## src/rtl/udp_rx_frame_fifo.sv

```systemverilog
// ---------------------------------------------------------------------------
// udp_rx_frame_fifo
//
// Receive-side frame FIFO. It buffers UDP payload bytes from the receive
// parser and releases them to the consumer only as whole, good frames. Bytes
// are written speculatively at wr_ptr. A good last byte moves commit_ptr up to
// wr_ptr, which makes the frame readable. A frame that ends with in_error, or
// that runs into a full buffer, is rolled back (wr_ptr <= commit_ptr) and
// counted as a drop.
//
// Handshake: the writer has no backpressure. A byte is taken on every cycle
// with in_valid=1. The reader pops when rd_en=1 and empty=0, and rd_data /
// rd_last are valid from the cycle after the pop until the next pop.
//
// Ports:
//   clk, rst        clock and synchronous active-high reset
//   in_valid        payload byte valid (no backpressure)
//   in_data         payload byte
//   in_last         last byte of the frame (qualified by in_valid)
//   in_error        frame bad, sampled with in_valid & in_last
//   rd_en           pop request
//   rd_data/rd_last popped byte and its end-of-frame marker (registered)
//   empty           no committed bytes unread
//   almost_empty    committed occupancy <= ALMOST_EMPTY_NUM
//   almost_full     speculative occupancy >= ALMOST_FULL_NUM
//   frame_drop      one-cycle pulse per dropped frame
//   drop_cnt        saturating dropped-frame counter
//
// The write FSM state is held in the named signal `state` (type state_t),
// so checkers can observe it.
// ---------------------------------------------------------------------------
module udp_rx_frame_fifo #(
    parameter int ADDR_WIDTH       = 7,
    parameter int DATA_WIDTH       = 8,
    parameter int ALMOST_FULL_NUM  = 120,
    parameter int ALMOST_EMPTY_NUM = 4
) (
    input  logic                  clk,
    input  logic                  rst,
    input  logic                  in_valid,
    input  logic [DATA_WIDTH-1:0] in_data,
    input  logic                  in_last,
    input  logic                  in_error,
    input  logic                  rd_en,
    output logic [DATA_WIDTH-1:0] rd_data,
    output logic                  rd_last,
    output logic                  empty,
    output logic                  almost_empty,
    output logic                  almost_full,
    output logic                  frame_drop,
    output logic [15:0]           drop_cnt
);

    localparam int PW    = ADDR_WIDTH + 1;
    localparam int DEPTH = 1 << ADDR_WIDTH;

    localparam logic [PW-1:0] DEPTH_P = PW'(DEPTH);
    localparam logic [PW-1:0] AF_P    = PW'(ALMOST_FULL_NUM);
    localparam logic [PW-1:0] AE_P    = PW'(ALMOST_EMPTY_NUM);
    localparam logic [PW-1:0] ONE_P   = PW'(1);

    typedef enum logic [1:0] {
        IDLE  = 2'd0,
        FRAME = 2'd1,
        DROP  = 2'd2
    } state_t;

    state_t state, state_nxt;

    logic [DATA_WIDTH:0] mem [DEPTH];

    logic [PW-1:0] wr_ptr, commit_ptr, rd_ptr;
    logic [PW-1:0] wr_nxt, commit_nxt, rd_nxt;
    logic          full_int, we, drop, pop;

    // Fullness uses the current pointers only. A pop in this cycle frees
    // space for the next byte, not for the byte arriving now.
    assign full_int = ((wr_ptr - rd_ptr) == DEPTH_P);
    assign pop      = rd_en & ~empty;
    assign rd_nxt   = pop ? (rd_ptr + ONE_P) : rd_ptr;

    always_comb begin
        state_nxt  = state;
        wr_nxt     = wr_ptr;
        commit_nxt = commit_ptr;
        we         = 1'b0;
        drop       = 1'b0;
        if (in_valid) begin
            case (state)
                IDLE, FRAME: begin
                    if (full_int) begin
                        // Roll back the partial frame. The rest of it is
                        // discarded in DROP unless this byte already ends it.
                        wr_nxt = commit_ptr;
                        if (in_last) begin
                            drop      = 1'b1;
                            state_nxt = IDLE;
                        end else begin
                            state_nxt = DROP;
                        end
                    end else begin
                        we     = 1'b1;
                        wr_nxt = wr_ptr + ONE_P;
                        if (in_last) begin
                            state_nxt = IDLE;
                            if (in_error) begin
                                wr_nxt = commit_ptr;
                                drop   = 1'b1;
                            end else begin
                                commit_nxt = wr_ptr + ONE_P;
                            end
                        end else begin
                            state_nxt = FRAME;
                        end
                    end
                end
                DROP: begin
                    if (in_last) begin
                        drop      = 1'b1;
                        state_nxt = IDLE;
                    end
                end
                default: state_nxt = IDLE;
            endcase
        end
    end

    // Payload storage: {last, data}. Only committed entries are ever read,
    // and writes never land on unread entries, so no read/write collision.
    always_ff @(posedge clk) begin
        if (we) begin
            mem[wr_ptr[ADDR_WIDTH-1:0]] <= {in_last, in_data};
        end
    end

    always_ff @(posedge clk) begin
        if (rst) begin
            state        <= IDLE;
            wr_ptr       <= '0;
            commit_ptr   <= '0;
            rd_ptr       <= '0;
            rd_data      <= '0;
            rd_last      <= 1'b0;
            empty        <= 1'b1;
            almost_empty <= 1'b1;
            almost_full  <= 1'b0;
            frame_drop   <= 1'b0;
            drop_cnt     <= '0;
        end else begin
            state      <= state_nxt;
            wr_ptr     <= wr_nxt;
            commit_ptr <= commit_nxt;
            rd_ptr     <= rd_nxt;
            if (pop) begin
                {rd_last, rd_data} <= mem[rd_ptr[ADDR_WIDTH-1:0]];
            end
            // Flags are computed from the next-state pointers so that they
            // line up with the pointers they describe.
            empty        <= (commit_nxt == rd_nxt);
            almost_empty <= ((commit_nxt - rd_nxt) <= AE_P);
            almost_full  <= ((wr_nxt - rd_nxt) >= AF_P);
            frame_drop   <= drop;
            if (drop && (drop_cnt != 16'hFFFF)) begin
                drop_cnt <= drop_cnt + 16'd1;
            end
        end
    end

endmodule

```

## config.mk

```make
export PLATFORM = sky130hd
export DESIGN_NAME = udp_rx_frame_fifo
export DESIGN_NICKNAME = d
export VERILOG_FILES = /design/src/rtl/udp_rx_frame_fifo.sv
export SDC_FILE = /design/constraint.sdc
export NUM_CORES = 1
export LEC_CHECK = 0
export CAP_MARGIN = 20
export CORE_AREA = 2 2 442 444
export CTS_CLUSTER_SIZE = 14
export DETAILED_ROUTE_END_ITERATION = 8
export DIE_AREA = 0 0 444 446
export PLACE_DENSITY = 0.44
export SLEW_MARGIN = 15
export SYNTH_ARGS = -nofsm -noshare
export SYNTH_HDL_FRONTEND = slang
export SYNTH_SLANG_ARGS = --single-unit
export TNS_END_PERCENT = 50
```

## constraint.sdc

```tcl
create_clock -name clk -period 4.65 [get_ports clk]
set_input_delay 1.395 -clock clk [delete_from_list [all_inputs] [get_ports clk]]
set_output_delay 1.395 -clock clk [all_outputs]
set_load 0.05 [all_outputs]
```

==> flow_summary.toml <==
[status]
status = "completed"

[setup_path]
path_cells = "clkinv_1 -> ha_1 -> or2_2 -> a211oi_1 -> o21ai_1 -> o2111ai_2 -> mux2_2 -> ha_1 -> nor2b_1 -> o21ai_0 -> nand2b_1 -> a21o_1 -> a21oi_1 -> o21bai_1 -> a21oi_1 -> xnor2_1 -> a2111oi_1 -> a31o_2"
crit_buf_inv = 1
path_class = "reg2reg"
cp_slowest_stage_delay_ns = 0.39
critPathLaunchType = "flop"
critPathSlowestCell = "mux2_2"
crit_path_end_kind = "flop"
arrival_ns = 4.88
cp_top_family = "compound AO/OA/AOI/OAI gates"
path_max_fanout = 7
cp.required_ns = 5.36

[pwr]
leakagePower_nw = 17.5
p_sw_mw = 5.46
seq_power_share_pct = 49.5
p_sw_share_pct = 22.6
power_mw = 24.2
p_per_area_nw_per_um2 = 421
ir_drop_uv = 342
p_int_mw = 18.7
combPwrFrac_pct = 7.8
clkPwrFrac_pct = 42.6

[routing]
totalWireLength_um = 131000
drcViolationCount = 0
first_pass_iters = 5
vias = 24700
viasPerCell = 4.53
first_iter_violations = 2027
antenna_left = 0
wl_per_cell_um = 23.9

[logic_synthesis]
synth-seq-cells = 1207
syn_area_per_cell_um2 = 19.2
ys_seq_area_share_pct = 74.3
synth_xor_area_share_pct = 0.745
synth_flop_cell = "edfxtp_1"
synth_nets = 2535
synth_edf_count = 1152
yosys_warnings = 0
netlist_area_um2 = 48000
synth_async_sr_flop_share_pct = 0
synth_compound_area_share_pct = 4.35
post_synth_inst_count = 2498
synth_cell_types = 73
synth_top_family_by_area = "multiplexers"
synthAdderAreaFrac_pct = 0.615
synth-simple-area-share_pct = 3.50
muxShareOfSynthArea_pct = 15.1

[clock_tree]
clk_transition_reported_paths_ns = 0.06
cts_buffers = 132
cts_tree = "done"
clock-sinks = 1207
root_buffer = "clkbuf_16"
clk_path_buf_depth = 3
clock_latency_ns = 0.77
cts_max_level = 4
cts_setup_buffers = 0

[floorplanning]
coreArea_um2 = 194000
start_util_pct = 24.8
dieHeight_um = 446
rows = 162
dieArea_um2 = 198000
io_pins = 43
die_w_um = 444

[layout]
multi_input_area_um2 = 11700
seq_area_um2 = 35700
final_cell_mix = "edfxtp_1, buf_4, mux4_2"
final_cell_count_no_fill = 5455
fillerInstances = 18900
drive_gt1_share_pct = 25.8
nets = 2843
final_common_cell = "edfxtp_1"
area_growth_pct = 19.7

[global_routing]
grt_pass1_wl_um = 189000
antenna_found_initial = 2
grt_pass1_vias = 25500
groute.usage.overall_pct = 13.1
grt_max_degree = 129
globalRouteOverflowTotal = 0

[job]
drv_cap = 0

[place]
preCtsSetupSlack_ns = 0.0844
dpl.hpwl_um = 78800
portBuffers = 42
dp.cells = 5214
place.gp.congestion = 0.815

[timing]
setup_ws_ns = 0.479
setup-tns-final_ns = 0
fmax_ghz = 0.240
slew_violations = 0
setup_viol = 0
slew_headroom_pct = 16.6
final.period_utilization_pct = 89.7
worst_pin_slew_ns = 1.25
hold_ws_ns = 0.502
fin_skew_ns = 0.0299
hold_viol = 0
rsz0062_at_grt = "no"
period_needed_ns = 4.17

[hold_path]
min_path_type = "reg2reg"
-- cell type report --
class	instances	share of cell area, %
clock buffers	172	6.19
repair buffers	313	4.49
inverters	22	0.148
flip-flops and latches	1207	62.1
diodes	1	0.00435
multi-input cells	1130	20.3
clock inverters	68	1.14
well taps	2542	5.53
-- power by group through the flow --
stage / registers [mW] / logic (mW) / clock network, mW
global route: 12.0 / 2.03 / 11.0
CTS: 12.0 / 1.94 / 10.6
floorplan: 12.3 / 1.08 / 0
detailed placement: 12.2 / 1.94 / 0
global placement: 12.2 / 1.94 / 0
finish: 12.0 / 1.89 / 10.3
-- cell families after synthesis --
kind of cell | after synthesis
flops | 1207
mux | 408
simple gates | 375
fa+ha+maj | 23
xor+xnor | 40
compound gates | 284
buf+inv | 161
-- synthesized netlist by cell type (all sizes together), types with 2 or more instances --
cell type	n	share of area (%)
o41ai	3	0.055
o22ai	38	0.50
or2	2	0.026
o311ai	19	0.35
and2	13	0.17
and3	6	0.081
a21oi	49	0.54
and2b	2	0.036
mux2i	154	3.2
nand2b	7	0.091
ha	22	0.57
nand4	5	0.078
clkbuf	80	0.65
o21bai	2	0.039
nand2	77	0.60
or3	2	0.026
a211oi	48	0.76
nor2b	8	0.10
a31oi	12	0.16
mux4	252	12
and4	5	0.10
xor2	13	0.24
dfxtp	55	2.3
a2111oi	2	0.049
o2111ai	2	0.049
edfxtp	1152	72
nor3	13	0.16
nor4	7	0.10
mux2	2	0.047
xnor2	27	0.51
nor2	191	1.5
o221ai	72	1.3
o21ai	20	0.24
buf	59	0.58
inv	21	0.16
a21o	6	0.096
o31ai	3	0.047
nand3	32	0.33
a221oi	3	0.068
-- layer usage --
| layer | routed length [µm] | global-route usage [%] | up-vias |
|---|---|---|---|
| met3 | 4320 | 1.87 | 153 |
| met4 | 3260 | 4.04 | 0 |
| met2 | 63400 | 21.6 | 435 |
| li1 | - | - | 10900 |
| met5 | 0 | 0 | - |
| met1 | 59700 | 17.9 | 13200 |
-- state kept, by name, indices dropped and copies added (netlist names), named ones only --
register and flops:
mem 1152, drop_cnt 16, commit_ptr 8, rd_data 8, rd_ptr 8, wr_ptr 7
state 2, almost_empty 1, almost_full 1, empty 1, frame_drop 1, rd_last 1
-- repair_timing --
action | CTS | global route
resized for setup | 0 | 2
hold buffers | 0 | 0
endpoints found under the setup margin | 0 | 1
-- final timing paths --
kind              slack [ns]      endpoint  cells past startpoint  startpoint
setup reg to reg        0.48  almost_empty                     18   rd_ptr[4]
hold / removal          0.50    rd_data[6]                      2  rd_data[6]
setup / recovery        0.48  almost_empty                     18   rd_ptr[4]
hold reg to reg         0.50    rd_data[6]                      2  rd_data[6]
-- tightest hold or removal path, cell delays in order, from the launching register on --
cell and delay [ns]:
dfxtp_1 0.31, nor2_1 0.09, a211oi_1 0.05
-- per-stage QoR --
stage	util (%)	instance area, µm²
finish	29.7	57500
detailed placement	27.5	53200
CTS	29.7	57500
floorplan	-	48000
global route	29.7	57500
global placement	27.5	53200
Note: power is estimated with default switching activity, not from simulation.
